File: src/rtl/led_pattern_seq.sv
// led_pattern_seq: steps an LED_W-bit pattern once per rising edge of the
// slow divider output. The pattern shape comes from mode_i (walk, bounce,
// count, fill), hold_i freezes it, and every mode change reloads the
// shape's start value so each pattern always begins from a legal state.
module led_pattern_seq #(
    parameter int LED_W = 8
) (
    input  logic             clk_i,
    input  logic             rst_i,
    input  logic             tick_i,
    input  logic [1:0]       mode_i,
    input  logic             hold_i,
    output logic [LED_W-1:0] led_o,
    output logic             step_o
);

    localparam logic [1:0] MODE_WALK   = 2'b00;
    localparam logic [1:0] MODE_BOUNCE = 2'b01;
    localparam logic [1:0] MODE_COUNT  = 2'b10;
    localparam logic [1:0] MODE_FILL   = 2'b11;

    localparam logic [LED_W-1:0] LED_ONE  = LED_W'(1);
    localparam logic [LED_W-1:0] LED_ZERO = '0;

    // Bounce travel direction; left means towards the MSB.
    typedef enum logic {
        DIR_LEFT  = 1'b0,
        DIR_RIGHT = 1'b1
    } dir_t;

    // Tick synchroniser / edge detector, mode tracker and pattern state.
    logic             tick_s1_q;
    logic             tick_s2_q;
    logic [1:0]       mode_q;
    logic [LED_W-1:0] led_q;
    logic [LED_W-1:0] led_d;
    dir_t             dir_q;
    dir_t             dir_d;
    logic             step_q;
    logic             step_d;

    logic             step_w;
    logic             mode_chg_w;

    // Value each pattern starts from when its mode is entered.
    function automatic logic [LED_W-1:0] start_value(input logic [1:0] mode);
        logic [LED_W-1:0] v;
        case (mode)
            MODE_WALK:   v = LED_ONE;
            MODE_BOUNCE: v = LED_ONE;
            default:     v = LED_ZERO;
        endcase
        return v;
    endfunction

    // Walk: single lit LED rotating towards the MSB, MSB wraps to LSB.
    function automatic logic [LED_W-1:0] next_walk(input logic [LED_W-1:0] cur);
        return {cur[LED_W-2:0], cur[LED_W-1]};
    endfunction

    // Bounce: a turn happens when the lit LED sits at the end it is moving to.
    function automatic logic bounce_turns(input logic [LED_W-1:0] cur, input dir_t dir);
        return (dir == DIR_LEFT) ? cur[LED_W-1] : cur[0];
    endfunction

    // Bounce: at an end the LED steps back inward, otherwise it keeps moving.
    function automatic logic [LED_W-1:0] next_bounce(input logic [LED_W-1:0] cur, input dir_t dir);
        logic [LED_W-1:0] v;
        if (dir == DIR_LEFT) begin
            v = cur[LED_W-1] ? (cur >> 1) : (cur << 1);
        end else begin
            v = cur[0] ? (cur << 1) : (cur >> 1);
        end
        return v;
    endfunction

    // Count: plain binary increment, wrapping naturally at all-ones.
    function automatic logic [LED_W-1:0] next_count(input logic [LED_W-1:0] cur);
        return cur + LED_ONE;
    endfunction

    // Fill: shift a one in from the LSB; a full bank empties on the next step.
    function automatic logic [LED_W-1:0] next_fill(input logic [LED_W-1:0] cur);
        return (&cur) ? LED_ZERO : {cur[LED_W-2:0], 1'b1};
    endfunction

    // A step is requested only on the first cycle the synchronised tick is high,
    // so a long tick high produces exactly one request.
    assign step_w     = tick_s1_q & ~tick_s2_q;
    assign mode_chg_w = (mode_i != mode_q);

    // State register: tick sync chain, mode tracker, pattern, direction, step pulse.
    always_ff @(posedge clk_i or posedge rst_i) begin
        if (rst_i) begin
            tick_s1_q <= 1'b0;
            tick_s2_q <= 1'b0;
            mode_q    <= MODE_WALK;
            led_q     <= LED_ONE;
            dir_q     <= DIR_LEFT;
            step_q    <= 1'b0;
        end else begin
            tick_s1_q <= tick_i;
            tick_s2_q <= tick_s1_q;
            mode_q    <= mode_i;
            led_q     <= led_d;
            dir_q     <= dir_d;
            step_q    <= step_d;
        end
    end

    // Next state: a mode change reload outranks a step; hold drops the request.
    always_comb begin
        led_d  = led_q;
        dir_d  = dir_q;
        step_d = 1'b0;
        if (mode_chg_w) begin
            led_d = start_value(mode_i);
            dir_d = DIR_LEFT;
        end else if (step_w && !hold_i) begin
            step_d = 1'b1;
            case (mode_q)
                MODE_WALK: begin
                    led_d = next_walk(led_q);
                end
                MODE_BOUNCE: begin
                    led_d = next_bounce(led_q, dir_q);
                    if (bounce_turns(led_q, dir_q)) begin
                        dir_d = (dir_q == DIR_LEFT) ? DIR_RIGHT : DIR_LEFT;
                    end
                end
                MODE_COUNT: begin
                    led_d = next_count(led_q);
                end
                MODE_FILL: begin
                    led_d = next_fill(led_q);
                end
                default: begin
                    led_d = led_q;
                end
            endcase
        end
    end

    // Outputs come straight from registers so the LED pins never glitch.
    always_comb begin
        led_o  = led_q;
        step_o = step_q;
    end

endmodule
File: config.mk
export PLATFORM = sky130hd
export DESIGN_NAME = led_pattern_seq
export DESIGN_NICKNAME = d
export VERILOG_FILES = /design/src/rtl/led_pattern_seq.sv
export SDC_FILE = /design/constraint.sdc
export NUM_CORES = 1
export LEC_CHECK = 0
export CELL_PAD_IN_SITES_DETAIL_PLACEMENT = 0
export CELL_PAD_IN_SITES_GLOBAL_PLACEMENT = 1
export CORE_MARGIN = 4
export CORE_UTILIZATION = 39
export CTS_CLUSTER_DIAMETER = 100
export CTS_CLUSTER_SIZE = 20
export DETAILED_ROUTE_END_ITERATION = 8
export HOLD_SLACK_MARGIN = 0.1
export PLACE_DENSITY = 0.82
export SLEW_MARGIN = 10
export SYNTH_ARGS = -nofsm -noshare
export SYNTH_HDL_FRONTEND = slang
export SYNTH_SLANG_ARGS = --single-unit
export TNS_END_PERCENT = 20
File: constraint.sdc
create_clock -name clk_i -period 2.08 [get_ports clk_i]
set_input_delay 0.416 -clock clk_i [delete_from_list [all_inputs] [get_ports clk_i]]
set_output_delay 0.416 -clock clk_i [all_outputs]
set_load 0.02 [all_outputs]
== Word-level counts from Yosys, hierarchy flattened ==
Cells that the tools add are included.
Word-level totals
  bits in registers: 14
  latch bits: 0
  memory bits (writable): 0
  memory bits (read-only): 0
  input port bits: 6
  output and inout port bits: 9
  word-level logic and storage cells: 40
  memories kept: 0
Cells by class
  add/sub/neg operators: 1
  multiply operators: 0
  divide/modulo/power cells: 0
  magnitude comparators: 0
  eq/ne operators: 5
  shifts and indexed selects: 0
  mux-type cells: 16
  bitwise logic cells: 2
  reductions and logical operators: 10
Operators by type and width (count)
  8-bit 2-to-1 mux: 6
  8-bit one-hot mux with 4 select lines: 1
  1-bit 2-to-1 mux: 9
  8-bit by 1-bit adder with 8-bit output (second input constant): 1
  8-bit AND reduction: 1
  2-bit nonzero test: 3
  2-bit by 1-bit == test with 1-bit output (second input constant): 2
  2-bit == test (second input constant): 2
  2-bit zero test: 2
  3-bit AND reduction: 1
  2-bit != test: 1
  2-bit OR reduction: 1
  1-bit AND: 1
  1-bit logical AND: 1
  1-bit zero test: 1
  1-bit inverter: 1

== Longest topological paths before layout ==
Gate-level depths: netlist (run 1).
  word-level depth: 5
  gate-level depth with buffers: 6
  gate-level depth less buffers: 6

== Worst setup path after synthesis (run 1) ==
No wires, ideal clock.
  path type: register to register
  from: reg led_q[0], in the netlist led_o[0]
  to: reg led_q[1], in the netlist led_o[1]
  setup time: 0.132 ns
  arrival time: 1.575 ns
  data required time: 1.948 ns
  path slack: 0.373 ns
  stages on the path, launching flop included: 6
  path buffers: 0
  period minus slack after synthesis: 1.707 ns
  cell sequence: dfstp_2 > ha_1 > and3_1 > a211oi_2 > o311ai_0 > a21oi_1
Between the ends
  longest elaborated chain between the ends: 5
  elaborated cells between the ends (all ways): 9
  those cells by class: add/sub: 1; mux: 7; reduce/logical: 1
Ends and longest elaborated chain
  from (decl): line 35  | logic [LED_W-1:0] led_q;
  from (signal assigned): line 105  | led_q <= led_d;
  branches (longest 2 deep; another with 8-bit by 1-bit adder with 8-bit output)
  8-bit one-hot mux with 4 select lines (*): line 121  | case (mode_q)
  8-bit 2-to-1 mux (*): line 119  | end else if (step_w && !hold_i) begin
  8-bit 2-to-1 mux (*): line 116  | if (mode_chg_w) begin
Mark *: on every way between the ends. The select of a mux whose other input is x is not followed.
A chain may end at the register's enable or synchronous reset.

== Worst setup path after layout (run 1) ==
  from: reg led_q[0], in the netlist led_o[0]
  to: out led_o[0]
RTL lines
  to (decl): line 13  | output logic [LED_W-1:0] led_o,
No word-level cell between the ends.

==> key figures, run 1 <==
Status
  • Status: completed

Power and ir drop
  • Gate power share: 16.7%
  • Pleak: 0.4279 nW
  • Int Pwr: 0.4318 mW
  • Power Dens Cells: 503.5 nW/um^2
  • Total Power: 0.5965 mW
  • Clk pwr share: 33.3%
  • Sw Pwr: 0.1647 mW
  • Sequential fraction of design power: 50.1%
  • Switching share of total power: 27.61%
  • Maximum VDD drop: 0.4455 mV

Synth
  • Synth Net Count: 123
  • Post-synth top flop: dfrtp_1
  • Sequential share of the synthesized area: 36.30%
  • Mapped Cells: 115
  • Number of enable flip-flop cells after synthesis: 0
  • Mapped Avg Cell Area: 8.421 um^2
  • Post-Synthesis Cell Area: 968.4 um^2
  • Synth cell types: 44
  • Post-synthesis register bit count: 14
  • Asr flop ratio synth: 100.0%
  • Ys Warns: 0

Setup path
  • Critical path peak fanout: 5
  • CP Launch Type: flop
  • Worst EP required: 1.66 ns
  • Worst path max stage delay: 0.63 ns
  • Critical Path AT: 1.50 ns
  • CP Cell Sequence: clkdlybuf4s50_1
  • Worst Setup End Kind: output pin
  • Critical path class: reg -> out
  • Worst path top cell family by delay: buffers and inverters
  • CP Buf/Inv Count: 1
  • Slowest-stage cell, CP: clkdlybuf4s50_1

Floorplanning
  • Initial Util: 42.16%
  • Row count: 17
  • Die ar.: 3344 um^2
  • Ports: 15
  • Core Box Area: 2297 um^2
  • Chip width: 57.83 um
  • Die Span Y: 57.83 um

Timing
  • Final Critical Period: 1.911 ns
  • Max Slew Vio Count: 0
  • Worst Tran Pin Value: 0.5281 ns
  • RSZ-0062 raised after global routing: false
  • Final hold vios: 0
  • Final setup fails: 0
  • Fmax: 523.2 MHz
  • Hold slack: 0.3981 ns
  • Tcrit/Tclk final: 91.89%
  • Relative slew slack: 64.75%
  • TNS Setup: 0 ns
  • Setup Skew: 0.001572 ns

Clock network
  • CTS Buffer Depth: 2
  • # hold bufs at CTS: 0
  • CTS tree: yes
  • Clock latency on the worst-skew pair: 0.28 ns
  • Setup bufs post-CTS: 0
  • H-tree Lvls: 1
  • Clock Sinks: 14
  • CTS Root Buffer Type: clkbuf_4
  • Resize count post-CTS: 0
  • Inserted Clock Buffers: 3
  • Reg clk slew, reported paths: 0.09 ns

Place
  • IO buf count: 14
  • Final estimated routing congestion in global placement: 0.8311
  • HPWL after detailed placement: 1795 um

Drt
  • DRT antenna net count: 0
  • Drt first-iter violations: 33
  • Drt wl/cell: 15.90 um
  • # DRC: 0
  • Via count: 964
  • Pre-antenna DRT Iters: 4
  • Final WL: 2512 um
  • DR vias/cell: 6.101

Global routing
  • Largest net degree at the start of global routing: 16
  • Vias in the first global route: 889
  • Antenna violations before repair: 0
  • Gr ovfl total: 0
  • First-pass GRT wire length: 4229 um
  • GRT Overall Usage: 15.76%

Finish
  • Commonest cells after routing, fill and taps aside: clkdlybuf4s50_1, dfrtp_1, nor2_1
  • Ant. Diodes: 0
  • Layout cells sized above 1: 11.54%
  • Commonest non-fill, non-tap cell in the layout: clkdlybuf4s50_1
  • NumNets Final: 139
  • Area Overhead vs Synth: 22.35%

Worst hold path
  • Worst Hold Class: reg -> reg

Job
  • Max-cap violations: 0
## worst paths after layout
check / depth (start not counted) / start / slack, ns / endpoint
worst max-delay path: 1 / led_o[0]$_DFFE_PP1P_ / 0.17 / led_o[0]
max in group asynchronous: 2 / rst_i / 1.26 / led_o[0]$_DFFE_PP1P_
worst min register to register: 0 / tick_s1_q$_DFF_PP0_ / 0.40 / tick_s2_q$_DFF_PP0_
worst max register to register: 5 / led_o[0]$_DFFE_PP1P_ / 0.32 / led_o[1]$_DFFE_PP0P_
min in group asynchronous: 2 / rst_i / 0.46 / led_o[3]$_DFFE_PP0P_
worst min-delay path: 0 / tick_s1_q$_DFF_PP0_ / 0.40 / tick_s2_q$_DFF_PP0_
## flip-flops by register name, summed over array words and instances, names as in the netlist
register / count
tick_s1_q: 1
tick_s2_q: 1
led_o: 8
dir_q: 1
step_o: 1
mode_q: 2
## Yosys cell counts (all sizes together) (3+ instances only)
master | instances | share of area, %
clkbuf | 7 | 2.8
a211oi | 3 | 2.8
nor2 | 10 | 3.9
inv | 7 | 2.7
dfrtp | 13 | 34
a31oi | 3 | 1.9
a21oi | 7 | 3.6
o22ai | 3 | 1.9
nand2 | 7 | 2.7
o211ai | 4 | 3.1
o21ai | 7 | 3.6
nand3 | 5 | 2.6
## cells by family after synthesis
group / after synthesis / synth area share (%)
AOI/OAI and AO/OA: 40 / 29.46
xor gates and xnor gates: 4 / 3.618
adders and majority gates: 2 / 2.584
buffers and inverters: 16 / 6.847
DFF: 14 / 36.31
and+or+nand+nor: 39 / 21.19
## stage by stage
| stage | cell area, um^2 | utilization [%] | setup slack, ns | std cells |
|---|---|---|---|---|
| final | 1185 | 51.58 | 0.1687 | 158 |
| after global placement | 1149 | 50.00 | 0.03408 | 154 |
| after detailed placement | 1149 | 50.00 | -0.01921 | 154 |
| after floorplan | 968.4 | - | 0.3727 | 115 |
| after CTS | 1185 | 51.58 | 0.1729 | 158 |
| after global routing | 1185 | 51.58 | 0.1213 | 158 |
## power groups by stage
| stage | Clock (mW) | Sequential (mW) | Combinational, mW |
|---|---|---|---|
| global placement | 0 | 0.303 | 0.0979 |
| detailed placement | 0 | 0.303 | 0.0984 |
| global route | 0.218 | 0.300 | 0.110 |
| finish | 0.199 | 0.299 | 0.0995 |
| CTS | 0.202 | 0.298 | 0.0990 |
| floorplan | 0 | 0.303 | 0.0549 |
## metal layers
| metal | GRT usage, % | vias to the layer above | share of wire (%) |
|---|---|---|---|
| met4 | 2.980 | 0 | 1.4 |
| met3 | 4.232 | 5 | 7.4 |
| li1 | - | 463 | - |
| met2 | 23.55 | 45 | 44 |
| met5 | 0 | - | 0 |
| met1 | 22.83 | 451 | 47 |
## layout make-up
type | instances | area [um^2]
Clock buffer | 4 | 36.28
Fill cell | 224 | 1112
Inverter | 7 | 26.28
Multi-Input combinational cell | 85 | 550.5
Sequential cell | 14 | 351.6
Tap cell | 28 | 35.03
Timing Repair Buffer | 20 | 185.2
No activity file was read; power rests on OpenSTA's default activity.
==> run 2: changes to the inputs <==
Settings changed: CORE_ASPECT_RATIO set to 1.1.
==> run 2 against run 1 <==
Count of clock-buffer cells in the layout is the same. Flip-flop and latch count is the same. Clock power grew 4%. Non-clock buffer count shrank 1. Worst setup slack lost 0.053 ns. Clock skew grew 0.0039 ns. Global-route usage grew 0.63 points. Wire length grew 2.4%. Sequential share of layout area grew 0.13 points. Die area is essentially flat. Power grew 0.54%. Sequential power is essentially flat. Largest cell class unchanged. Largest power group unchanged.
==> key figures, run 2 (synthesized netlist as in run 1, its figures left out) <==
Finish
  • Post-layout instance area: 1180 um^2 (was 1185 um^2)
  • Commonest cells after routing, fill and taps aside: clkdlybuf4s50_1, dfrtp_1, nor2_1 (unchanged)
  • Commonest non-fill, non-tap cell in the layout: clkdlybuf4s50_1 (unchanged)
  • Filler cells: 236 (was 224)
  • NumNets Final: 138 (was 139)
  • Layout cells sized above 1: 10.85% (was 11.54%)
  • Max FFs per register: 8 (unchanged)
  • Ant. Diodes: 0 (unchanged)
  • Area Overhead vs Synth: 21.83% (was 22.35%)

Drt
  • DRT antenna net count: 0 (unchanged)
  • Final WL: 2572 um (was 2512 um)
  • DR vias/cell: 6.164 (was 6.101)
  • Via count: 980 (was 964)
  • Drt wl/cell: 16.18 um (was 15.90 um)
  • Drt first-iter violations: 43 (was 33)
  • Pre-antenna DRT Iters: 4 (unchanged)
  • # DRC: 0 (unchanged)

Clock network
  • CTS tree: yes (unchanged)
  • Clock latency on the worst-skew pair: 0.29 ns (was 0.28 ns)
  • Setup bufs post-CTS: 0 (unchanged)
  • CTS Root Buffer Type: clkbuf_4 (unchanged)
  • Inserted Clock Buffers: 3 (unchanged)
  • Reg clk slew, reported paths: 0.09 ns (about the same)
  • Clock Sinks: 14 (unchanged)
  • CTS Buffer Depth: 2 (unchanged)
  • Resize count post-CTS: 0 (unchanged)
  • # hold bufs at CTS: 0 (unchanged)
  • H-tree Lvls: 1 (unchanged)

Status
  • Status: completed (unchanged)

Global routing
  • M2 GR Usage: 26.35% (was 23.55%)
  • GRT Overall Usage: 16.39% (was 15.76%)
  • Met3 Use GR: 2.376% (was 4.232%)
  • Largest net degree at the start of global routing: 16 (unchanged)
  • First-pass GRT wire length: 4319 um (was 4229 um)
  • Routing usage on met1: 21.71% (was 22.83%)
  • Antenna violations before repair: 0 (unchanged)
  • Vias in the first global route: 908 (was 889)
  • Gr ovfl total: 0 (unchanged)
  • Grt peak-use layer: met2 (unchanged)

Power and ir drop
  • Switching share of total power: 28.47% (was 27.61%)
  • Maximum VDD drop: 0.3985 mV (was 0.4455 mV)
  • Int Pwr: 0.4290 mW (was 0.4318 mW)
  • Power Dens Cells: 508.3 nW/um^2 (was 503.5 nW/um^2)
  • Sequential fraction of design power: 50.2% (was 50.1%)
  • Gate power share: 15.5% (was 16.7%)
  • Clk pwr share: 34.4% (was 33.3%)
  • Sw Pwr: 0.1708 mW (was 0.1647 mW)
  • Total Power: 0.5998 mW (was 0.5965 mW)
  • Pleak: 0.4230 nW (was 0.4279 nW)

Timing
  • Final setup fails: 0 (unchanged)
  • Worst Tran Pin Value: 0.5458 ns (was 0.5281 ns)
  • Final WS setup: 0.1161 ns (was 0.1687 ns)
  • RSZ-0062 raised after global routing: false (unchanged)
  • Fmax: 509.2 MHz (was 523.2 MHz)
  • Relative slew slack: 63.57% (was 64.75%)
  • Final hold vios: 0 (unchanged)
  • Final Critical Period: 1.964 ns (was 1.911 ns)
  • Tcrit/Tclk final: 94.42% (was 91.89%)
  • Setup Skew: 0.005494 ns (was 0.001572 ns)
  • Max Slew Vio Count: 0 (unchanged)
  • Hold slack: 0.3999 ns (was 0.3981 ns)

Place
  • Worst slack, placed: -0.01239 ns (was -0.01921 ns)
  • Final estimated routing congestion in global placement: 0.8598 (was 0.8311)
  • Placed Instance Area: 1144 um^2 (was 1149 um^2)
  • HPWL after detailed placement: 1866 um (was 1795 um)
  • IO buf count: 14 (unchanged)

Setup path
  • Critical Path AT: 1.55 ns (was 1.50 ns)
  • CP Cell Sequence: clkdlybuf4s50_1 (unchanged)
  • Critical path peak fanout: 9 (was 5)
  • Critical path class: reg -> out (unchanged)
  • Worst EP required: 1.66 ns (about the same)
  • Worst path top cell family by delay: flip-flops (was buffers and inverters)
  • Worst path max stage delay: 0.63 ns (about the same)
  • Slowest-stage cell, CP: dfstp_2 (was clkdlybuf4s50_1)
  • CP Launch Type: flop (unchanged)
  • CP Buf/Inv Count: 1 (unchanged)
  • Worst Setup End Kind: output pin (unchanged)

Floorplanning
  • Core Box Area: 2297 um^2 (unchanged)
  • Ports: 15 (unchanged)
  • Initial Util: 42.16% (unchanged)
  • Die Span Y: 60.27 um (was 57.83 um)
  • Die ar.: 3345 um^2 (was 3344 um^2)
  • Row count: 18 (was 17)
  • Chip width: 55.51 um (was 57.83 um)

Worst hold path
  • Worst Hold Class: reg -> reg (unchanged)

Job
  • Max-cap violations: 0 (unchanged)
run 2: changes by cell type in the layout (fill, tap and decap cells not counted), sizes merged:
cell,previous run,this run
buf,6,5
run 2: stage by stage:
step	setup TNS, ns	util [%]	cells
final	0	51.36	159
after detailed placement	-0.01239	49.78	155
after global routing	0	51.36	159
after CTS	0	51.36	159
after floorplan	0	-	115
after global placement	0	49.78	155
run 2: power groups by stage:
| stage | logic (mW) | registers [mW] | clock network [mW] |
|---|---|---|---|
| floorplan | 0.0549 | 0.303 | 0 |
| global placement | 0.0915 | 0.306 | 0 |
| finish | 0.0927 | 0.301 | 0.206 |
| global route | 0.103 | 0.304 | 0.221 |
| detailed placement | 0.0932 | 0.306 | 0 |
| CTS | 0.0934 | 0.301 | 0.209 |
run 2: layout make-up:
class / instances / area [um^2] / share of cell area, %
inverters: 7 / 26.28 / 2.227
multi-input cells: 85 / 550.5 / 46.66
flip-flops and latches: 14 / 351.6 / 29.80
clock buffers: 4 / 36.28 / 3.075
well taps: 30 / 37.54 / 3.181
repair buffers: 19 / 177.7 / 15.06
run 2: worst paths after layout:
path	startpoint	slack [ns]	cells after the start	end
setup / recovery	led_o[0]$_DFFE_PP1P_	0.12	1	led_o[0]
hold / removal	tick_s1_q$_DFF_PP0_	0.40	0	tick_s2_q$_DFF_PP0_
max in group asynchronous	rst_i	1.25	2	led_o[0]$_DFFE_PP1P_
hold reg to reg	tick_s1_q$_DFF_PP0_	0.40	0	tick_s2_q$_DFF_PP0_
setup reg to reg	led_o[0]$_DFFE_PP1P_	0.33	5	led_o[1]$_DFFE_PP0P_
min in group asynchronous	rst_i	0.46	2	step_o$_DFF_PP0_
run 2: routing by layer:
metal	share of wire [%]	up-vias
li1	-	466
met1	42	460
met2	47	49
met3	8.1	5
met4	1.9	0
met5	0	-
==> run 3: changes to the inputs <==
Settings changed: CTS_CLUSTER_SIZE 20 to 40.
==> results of run 3 <==
Final layout, timing and power as in run 2 (identical DEF).
